`src/rtl/seg_scan_if.sv`:
```
// Bundle between the CPU-side source of a display word and the scanner.
// The master drives the word, load strobe and enable; the slave (seg_scan)
// returns the selected nibble, the anode enables and the frame pulse.
interface seg_scan_if #(
    parameter int DIGITS = 8
);
    logic [31:0]       value;
    logic              load;
    logic              en;
    logic [3:0]        num;
    logic [DIGITS-1:0] an;
    logic              frame;

    modport master (
        output value,
        output load,
        output en,
        input  num,
        input  an,
        input  frame
    );

    modport slave (
        input  value,
        input  load,
        input  en,
        output num,
        output an,
        output frame
    );
endinterface

```
`src/rtl/seg_scan.sv`:
```
// Time-multiplexed scanner for an 8-digit common-anode seven-segment display.
// A loaded word waits in a pending register and is copied to the displayed
// register only at a frame boundary, so a frame never mixes two words.
// num/an are decoded from registered state (plus en) and feed the decoder.
module seg_scan #(
    parameter int TICK_DIV = 100000,
    parameter int DIGITS   = 8,
    parameter int BLANK_LZ = 1
) (
    input  logic       clk,
    input  logic       rst,
    seg_scan_if.slave  bus
);
    localparam int DIV_W = $clog2(TICK_DIV);
    localparam int IDX_W = (DIGITS > 1) ? $clog2(DIGITS) : 1;
    localparam int SLOTS = 1 << IDX_W;
    localparam logic [DIV_W-1:0] DIV_LAST = DIV_W'(TICK_DIV - 1);
    localparam logic [IDX_W-1:0] IDX_LAST = IDX_W'(DIGITS - 1);

    logic [DIV_W-1:0] div_r;
    logic [IDX_W-1:0] idx_r;
    logic [31:0]      pend_r;
    logic [31:0]      disp_r;
    logic             frame_r;

    logic             tick_s;
    logic             wrap_s;
    logic [SLOTS-1:0] zero_tail_s;
    logic             blank_s;
    logic [SLOTS-1:0] an_full_s;

    // Nibble i of a word; index is widened so slots past DIGITS stay in range.
    function automatic logic [3:0] nibble_at(input logic [31:0] word,
                                             input logic [IDX_W-1:0] i);
        return word[{i, 2'b00} +: 4];
    endfunction

    assign tick_s = (div_r == DIV_LAST);
    assign wrap_s = tick_s && (idx_r == IDX_LAST);

    // Free-running digit-time divider; keeps running while the display is disabled.
    always_ff @(posedge clk) begin
        if (rst) begin
            div_r <= '0;
        end else if (tick_s) begin
            div_r <= '0;
        end else begin
            div_r <= div_r + DIV_W'(1'b1);
        end
    end

    // Digit index advances once per tick and wraps after the last digit.
    always_ff @(posedge clk) begin
        if (rst) begin
            idx_r <= '0;
        end else if (wrap_s) begin
            idx_r <= '0;
        end else if (tick_s) begin
            idx_r <= idx_r + IDX_W'(1'b1);
        end else begin
            idx_r <= idx_r;
        end
    end

    // Pending word: last load wins; displayed word takes the pre-edge pending
    // value only at a wrap, so a coincident load shows up one frame later.
    always_ff @(posedge clk) begin
        if (rst) begin
            pend_r <= 32'h0000_0000;
            disp_r <= 32'h0000_0000;
        end else begin
            if (bus.load) begin
                pend_r <= bus.value;
            end else begin
                pend_r <= pend_r;
            end
            if (wrap_s) begin
                disp_r <= pend_r;
            end else begin
                disp_r <= disp_r;
            end
        end
    end

    // One-cycle frame pulse in the first cycle of each new frame.
    always_ff @(posedge clk) begin
        if (rst) begin
            frame_r <= 1'b0;
        end else begin
            frame_r <= wrap_s;
        end
    end

    // zero_tail_s[i] is set when nibbles i..DIGITS-1 of the displayed word are all zero.
    always_comb begin
        logic acc;
        zero_tail_s = '1;
        acc         = 1'b1;
        for (int i = SLOTS - 1; i >= 0; i--) begin
            acc            = acc & ((i >= DIGITS) || (disp_r[4*i +: 4] == 4'h0));
            zero_tail_s[i] = acc;
        end
    end

    assign blank_s = (BLANK_LZ != 0) && (idx_r != '0) && zero_tail_s[idx_r];

    // Active-low anode decode: one digit low when enabled and not blanked.
    always_comb begin
        an_full_s = '1;
        if (bus.en && !blank_s) begin
            an_full_s[idx_r] = 1'b0;
        end else begin
            an_full_s = '1;
        end
    end

    assign bus.an    = an_full_s[DIGITS-1:0];
    assign bus.num   = nibble_at(disp_r, idx_r);
    assign bus.frame = frame_r;
endmodule

```
`src/flat_wrapper.sv`:
```
// flat-port wrapper written by rule: the top's interface ports become plain ports
module seg_scan_flat 
#(
    parameter int TICK_DIV = 100000,
    parameter int DIGITS   = 8,
    parameter int BLANK_LZ = 1
)
  (clk, rst, bus_value, bus_load, bus_en, bus_num, bus_an, bus_frame);
  seg_scan_if #(.DIGITS(DIGITS)) bus_i ();
  input  logic clk;
  input  logic rst;
  input wire logic [$bits(bus_i.value)-1:0] bus_value;
  input wire logic [$bits(bus_i.load)-1:0] bus_load;
  input wire logic [$bits(bus_i.en)-1:0] bus_en;
  output wire logic [$bits(bus_i.num)-1:0] bus_num;
  output wire logic [$bits(bus_i.an)-1:0] bus_an;
  output wire logic [$bits(bus_i.frame)-1:0] bus_frame;
  assign bus_i.value = bus_value;
  assign bus_i.load = bus_load;
  assign bus_i.en = bus_en;
  assign bus_num = bus_i.num;
  assign bus_an = bus_i.an;
  assign bus_frame = bus_i.frame;
  seg_scan #(.TICK_DIV(TICK_DIV), .DIGITS(DIGITS), .BLANK_LZ(BLANK_LZ)) u_core (.clk(clk), .rst(rst), .bus(bus_i));
endmodule
```
`config.mk`:
```
export PLATFORM = sky130hd
export DESIGN_NAME = seg_scan_flat
export DESIGN_NICKNAME = d
export VERILOG_FILES = /design/src/rtl/seg_scan_if.sv /design/src/rtl/seg_scan.sv /design/src/flat_wrapper.sv
export SDC_FILE = /design/constraint.sdc
export NUM_CORES = 1
export LEC_CHECK = 0
export CORE_ASPECT_RATIO = 1.75
export CORE_MARGIN = 2
export CORE_UTILIZATION = 40
export CTS_BUF_LIST = sky130_fd_sc_hd__clkbuf_4
export CTS_CLUSTER_SIZE = 8
export DETAILED_ROUTE_END_ITERATION = 10
export GPL_TIMING_DRIVEN = 0
export MAX_ROUTING_LAYER = met4
export PLACE_DENSITY = 0.59
export RECOVER_POWER = 50
export SLEW_MARGIN = 30
export SYNTH_ARGS = -nofsm -noshare
export SYNTH_HDL_FRONTEND = slang
export SYNTH_SLANG_ARGS = --single-unit
```
`constraint.sdc`:
```
create_clock -name clk -period 4.6 [get_ports clk]
set_input_delay 1.15 -clock clk [delete_from_list [all_inputs] [get_ports clk]]
set_output_delay 1.15 -clock clk [all_outputs]
set_load 0.02 [all_outputs]
```
=== Word-level counts from Yosys, hierarchy flattened ===
Cells that the tools add are included.

* Input bits: 36
* Output and inout port bits: 13
* Bits in registers: 85
* Logic and storage cells: 41

* $lt $le $gt $ge: 2
* Shift operators: 1
* Reduce and logical (&&, ||, !) cells: 16
* Equality and inequality tests: 2
* $add $sub $neg: 2
* Bitwise operators: 8
* Muxes and demuxes: 5

{| class="wikitable"
|+ Operators with widths
! cell !! number
|-
| $logic_not 4->1 || 8
|-
| $shiftx 32x6->4 || 1
|-
| $add 17x1->17 const B || 1
|-
| $eq 17x17->1 const B || 1
|-
| $mux 8 || 1
|-
| $not 8->8 || 1
|-
| $and 1x1->1 || 7
|-
| $logic_and 1x1->1 || 4
|-
| $lt 3x4->1 const B || 1
|-
| $reduce_or 2->1 || 2
|-
| $add 3x1->3 const B || 1
|-
| $bmux 1 s3 || 1
|-
| $demux 1 s3 || 1
|-
| $eq 3x3->1 const B || 1
|-
| $ge 3x1->1 const B || 1
|-
| $reduce_bool 3->1 || 1
|-
| $mux 1 || 2
|-
| $logic_not 1->1 || 1
|}

=== Longest topological paths before layout ===
* Depth after elaboration: 14
* Depth in mapped cells: 8
* Depth with buffers taken out: 5

=== Worst setup path after synthesis ===
Ideal clock, no wire load.

* Path kind: register to output
* Start: register u_core.idx_r[0]
* End: output port bus_an[5]
* Path slack: 1.436 ns
* Required time: 3.450 ns
* Path buffers: 1
* Arrival time: 2.014 ns
* Stages on the path, launching flop included: 6
* Cell sequence: dfxtp_1 clkbuf_1 clkinv_1 ha_1 o32a_1 o2111ai_1

* Longest elaborated chain between the ends: 6
* Elaborated cells between the ends (all ways): 13
* Classes of those cells: order compare: 2; mux: 5; bitwise: 1; reduce/logical: 5

{| class="wikitable"
|+ RTL lines
! element !! line !! source
|-
| start, declared || seg_scan.sv:21 || <nowiki>logic [IDX_W-1:0] idx_r;</nowiki>
|-
| start signal, assigned || seg_scan.sv:59 || <nowiki>idx_r <= idx_r + IDX_W'(1'b1);</nowiki>
|-
| start signal, assigned || seg_scan.sv:61 || <nowiki>idx_r <= idx_r;</nowiki>
|-
| $lt 3x4->1 (implied by the code) (tied with other cells) || seg_scan.sv:111 || <nowiki>an_full_s[idx_r] = 1'b0;</nowiki>
|-
| $logic_and 1x1->1 (implied by the code) or $mux 1 (tied branches) || seg_scan.sv:111, seg_scan.sv:105 ||
|-
| $mux 1 (implied by the code) or $logic_and 1x1->1 (tied branches) || seg_scan.sv:111, seg_scan.sv:105 ||
|-
| $demux 1 s3 or $logic_not 1->1 (tied branches) || -- ||
|-
| $not 8->8 (no source line) or $logic_and 1x1->1 (tied branches) || -- ||
|-
| $mux 8 * || seg_scan.sv:110 || <nowiki>if (bus.en && !blank_s) begin</nowiki>
|-
| end, declared || flat_wrapper.sv:16 || <nowiki>output wire logic [$bits(bus_i.an)-1:0] bus_an;</nowiki>
|}

Every way passes the cells marked *; elsewhere a longest branch is shown, timed or not. The select of a mux whose other input is x is not followed.

=== Worst setup path after layout ===
* Start: register u_core.idx_r[0]
* End: output port bus_an[0]

Same word-level chain as after synthesis.

==> flow_summary.yaml <==
die:
  core_um2: 8560
  die_w_um: 74.7
  die_area_um2: 9530
  start_util_pct: 40.8
  io_pins: 49
  die_h_um: 128
  rows: 45
logic_synthesis:
  synth_cells: 340
  synth_top_cell_by_area: "dfxtp_1"
  synthFlopType: "dfxtp_1"
  synth_common_cells: "dfxtp_1, nor2_1, mux2i_1"
  synth_area_leaders: "dfxtp_1, mux2i_1, a22o_1, nor2_1, mux4_2"
  ys_types: 43
  syn_avg_cell_area_um2: 10.3
  synth_area_um2: 3500
  synth_top_area_share_pct: 48.7
  yosys.cell_count.top_type: "dfxtp_1"
  ys_seq_elements: 85
  syn-num-nets: 380
  synth_edf_count: 0
  ys_seq_area_share_pct: 48.7
  async_flop_share_pct: 0
  yosysWarnings: 0
cts:
  clock_sinks: 85
  clockRootBuffer: "clkbuf_4"
  htreeDepth: 3
  cts_resized: 0
  ctsHoldBuffers: 0
  worst_skew_pair.late_latency_ns: 0.44
  cts_tree: "done"
  post-cts-setup-buffers: 0
  cts_buffers: 9
  clockBufferDepth: 2
  path_clk_slew_ns: 0.11
setup_path:
  worstSetupPathType: "reg -> out"
  crit_required_ns: 3.45
  worst-path-max-fanout: 10
  cp-end-kind: "primary output"
  cp.arrival_ns: 3.22
  r2r_slack_ns: 2.07
  critPathLaunchType: "flip-flop"
grt:
  grt_max_degree: 14
  gr-total-overflow: 0
  grt_util_all_layers_pct: 19.0
  grt_pass1_vias: 2741
  antenna_found_initial: 1
  grt_pass1_wl_um: 13100
layout:
  fillerInstances: 833
  drive_gt1_share_pct: 7.48
  nets: 437
  syn2layout_area_growth_pct: 20.5
  utilization_pct: 49.2
routing:
  route.detailed.drc: 0
  via_count: 2714
  drt-total-wl_um: 8190
  first_iter_violations: 104
  avgViaCountPerCell: 5.23
  wl_per_cell_um: 15.8
  drtAntennaViolNets: 0
  drtPass1Iterations: 4
min_path:
  hp-class: "reg -> reg"
outcome:
  status: "finished, final reports clean"
placement:
  place_hpwl_um: 6340
  gp_congestion: 0.933
  portBuffers: 46
timing:
  slew_viol_final: 0
  slew_headroom_pct: 50.4
  fmax_ghz: 0.229
  finalSetupTns_ns: 0
  finalHoldViolations: 0
  worst_slew_pin_slew_ns: 0.744
  period_share_pct: 94.9
  fin_crit_ns: 4.37
  setup_viol: 0
  finClkSkew_ns: 0.0178
  rsz0062_at_grt: "no"
job:
  drv_cap: 0
power:
  ir_drop_v: 0.000279
  power_density_nw_per_um2: 299
  leakagePower_uw: 0.00163
registers in the layout, indices dropped and copies added, names as in the netlist:
signal	cells
u_core.div_r	17
u_core.disp_r	32
u_core.pend_r	32
u_core.bus.frame	1
u_core.idx_r	3
cell families (layout without fill, tap and decap cells):
| logic type | after synthesis | in the layout | synth area share (%) |
|---|---|---|---|
| flops | 85 | 85 | 48.7 |
| buf+inv | 25 | 86 | 3.01 |
| simple gates | 115 | 115 | 16.5 |
| fa+ha+maj | 4 | 4 | 1.43 |
| other cells | 0 | 1 | 0 |
| xor+xnor | 12 | 12 | 3.01 |
| compound gates | 57 | 57 | 13.2 |
| mux | 42 | 42 | 14.2 |
per-stage QoR:
step,hold WS (ns),total power [uW],std cells,area (um^2),setup WS (ns)
6_report,0.474,1260,519,4210,0.234
5_1_grt,0.497,1320,519,4210,0.00657
4_1_cts,0.477,1280,518,4230,0.202
3_5_place_dp,0.450,870,503,4100,0.715
3_3_place_gp,0.443,869,503,4100,0.710
2_1_floorplan,0.430,825,340,3500,1.44
report_power, final:
part / switching (uW) / leakage, uW / internal [uW]
Combinational: 37.3 / 0.000867 / 46.9
Sequential: 12.0 / 0.000692 / 755
Clock: 242 / 0.0000737 / 167
worst max-delay path, stage by stage (launching register included):
cell and delay (ns):
dfxtp_1 0.49, clkbuf_1 0.37, clkinv_1 0.33, ha_1 0.29
o32a_1 0.43, o211ai_1 0.23, clkdlybuf4s50_1 0.64
final timing paths:
| path | from | to | cells after the start |
|---|---|---|---|
| max | u_core.idx_r[0] | bus_an[0] | 6 |
| min | u_core.pend_r[25] | u_core.disp_r[25] | 1 |
| max reg2reg | u_core.div_r[0] | u_core.disp_r[30] | 8 |
| min reg2reg | u_core.pend_r[25] | u_core.disp_r[25] | 1 |
cell usage in the layout (no fill, tap or decap), types with 7 or more instances in the layout:
master	count
clkbuf_1	15
nand2_1	16
nand3_1	8
clkdlybuf4s50_1	44
xor2_1	7
nor4_1	10
nor2_1	52
clkbuf_4	10
dfxtp_1	85
mux2i_1	36
a22o_1	32
metal layers:
layer | vias up | global-route usage, % | wire (um)
li1 | 1368 | - | -
met1 | 1260 | 19.0 | 3270
met2 | 58 | 33.2 | 4340
met3 | 28 | 4.17 | 267
met4 | 0 | 9.98 | 316
met5 | - | - | 0
cell type report:
cell class                      count  area [um^2]  share of cell area [%]
Clock buffer                       10         75.1                    1.78
Timing Repair Buffer               46          460                    10.9
Clock inverter                      5         52.6                    1.25
Antenna cell                        1         2.50                  0.0594
Tap cell                          117          146                    3.47
Multi-Input combinational cell    230         1670                    39.7
Inverter                            4         15.0                   0.356
Sequential cell                    85         1700                    40.4
Buffer                             21         86.3                    2.05
Note: power is estimated with default switching activity, not from simulation.
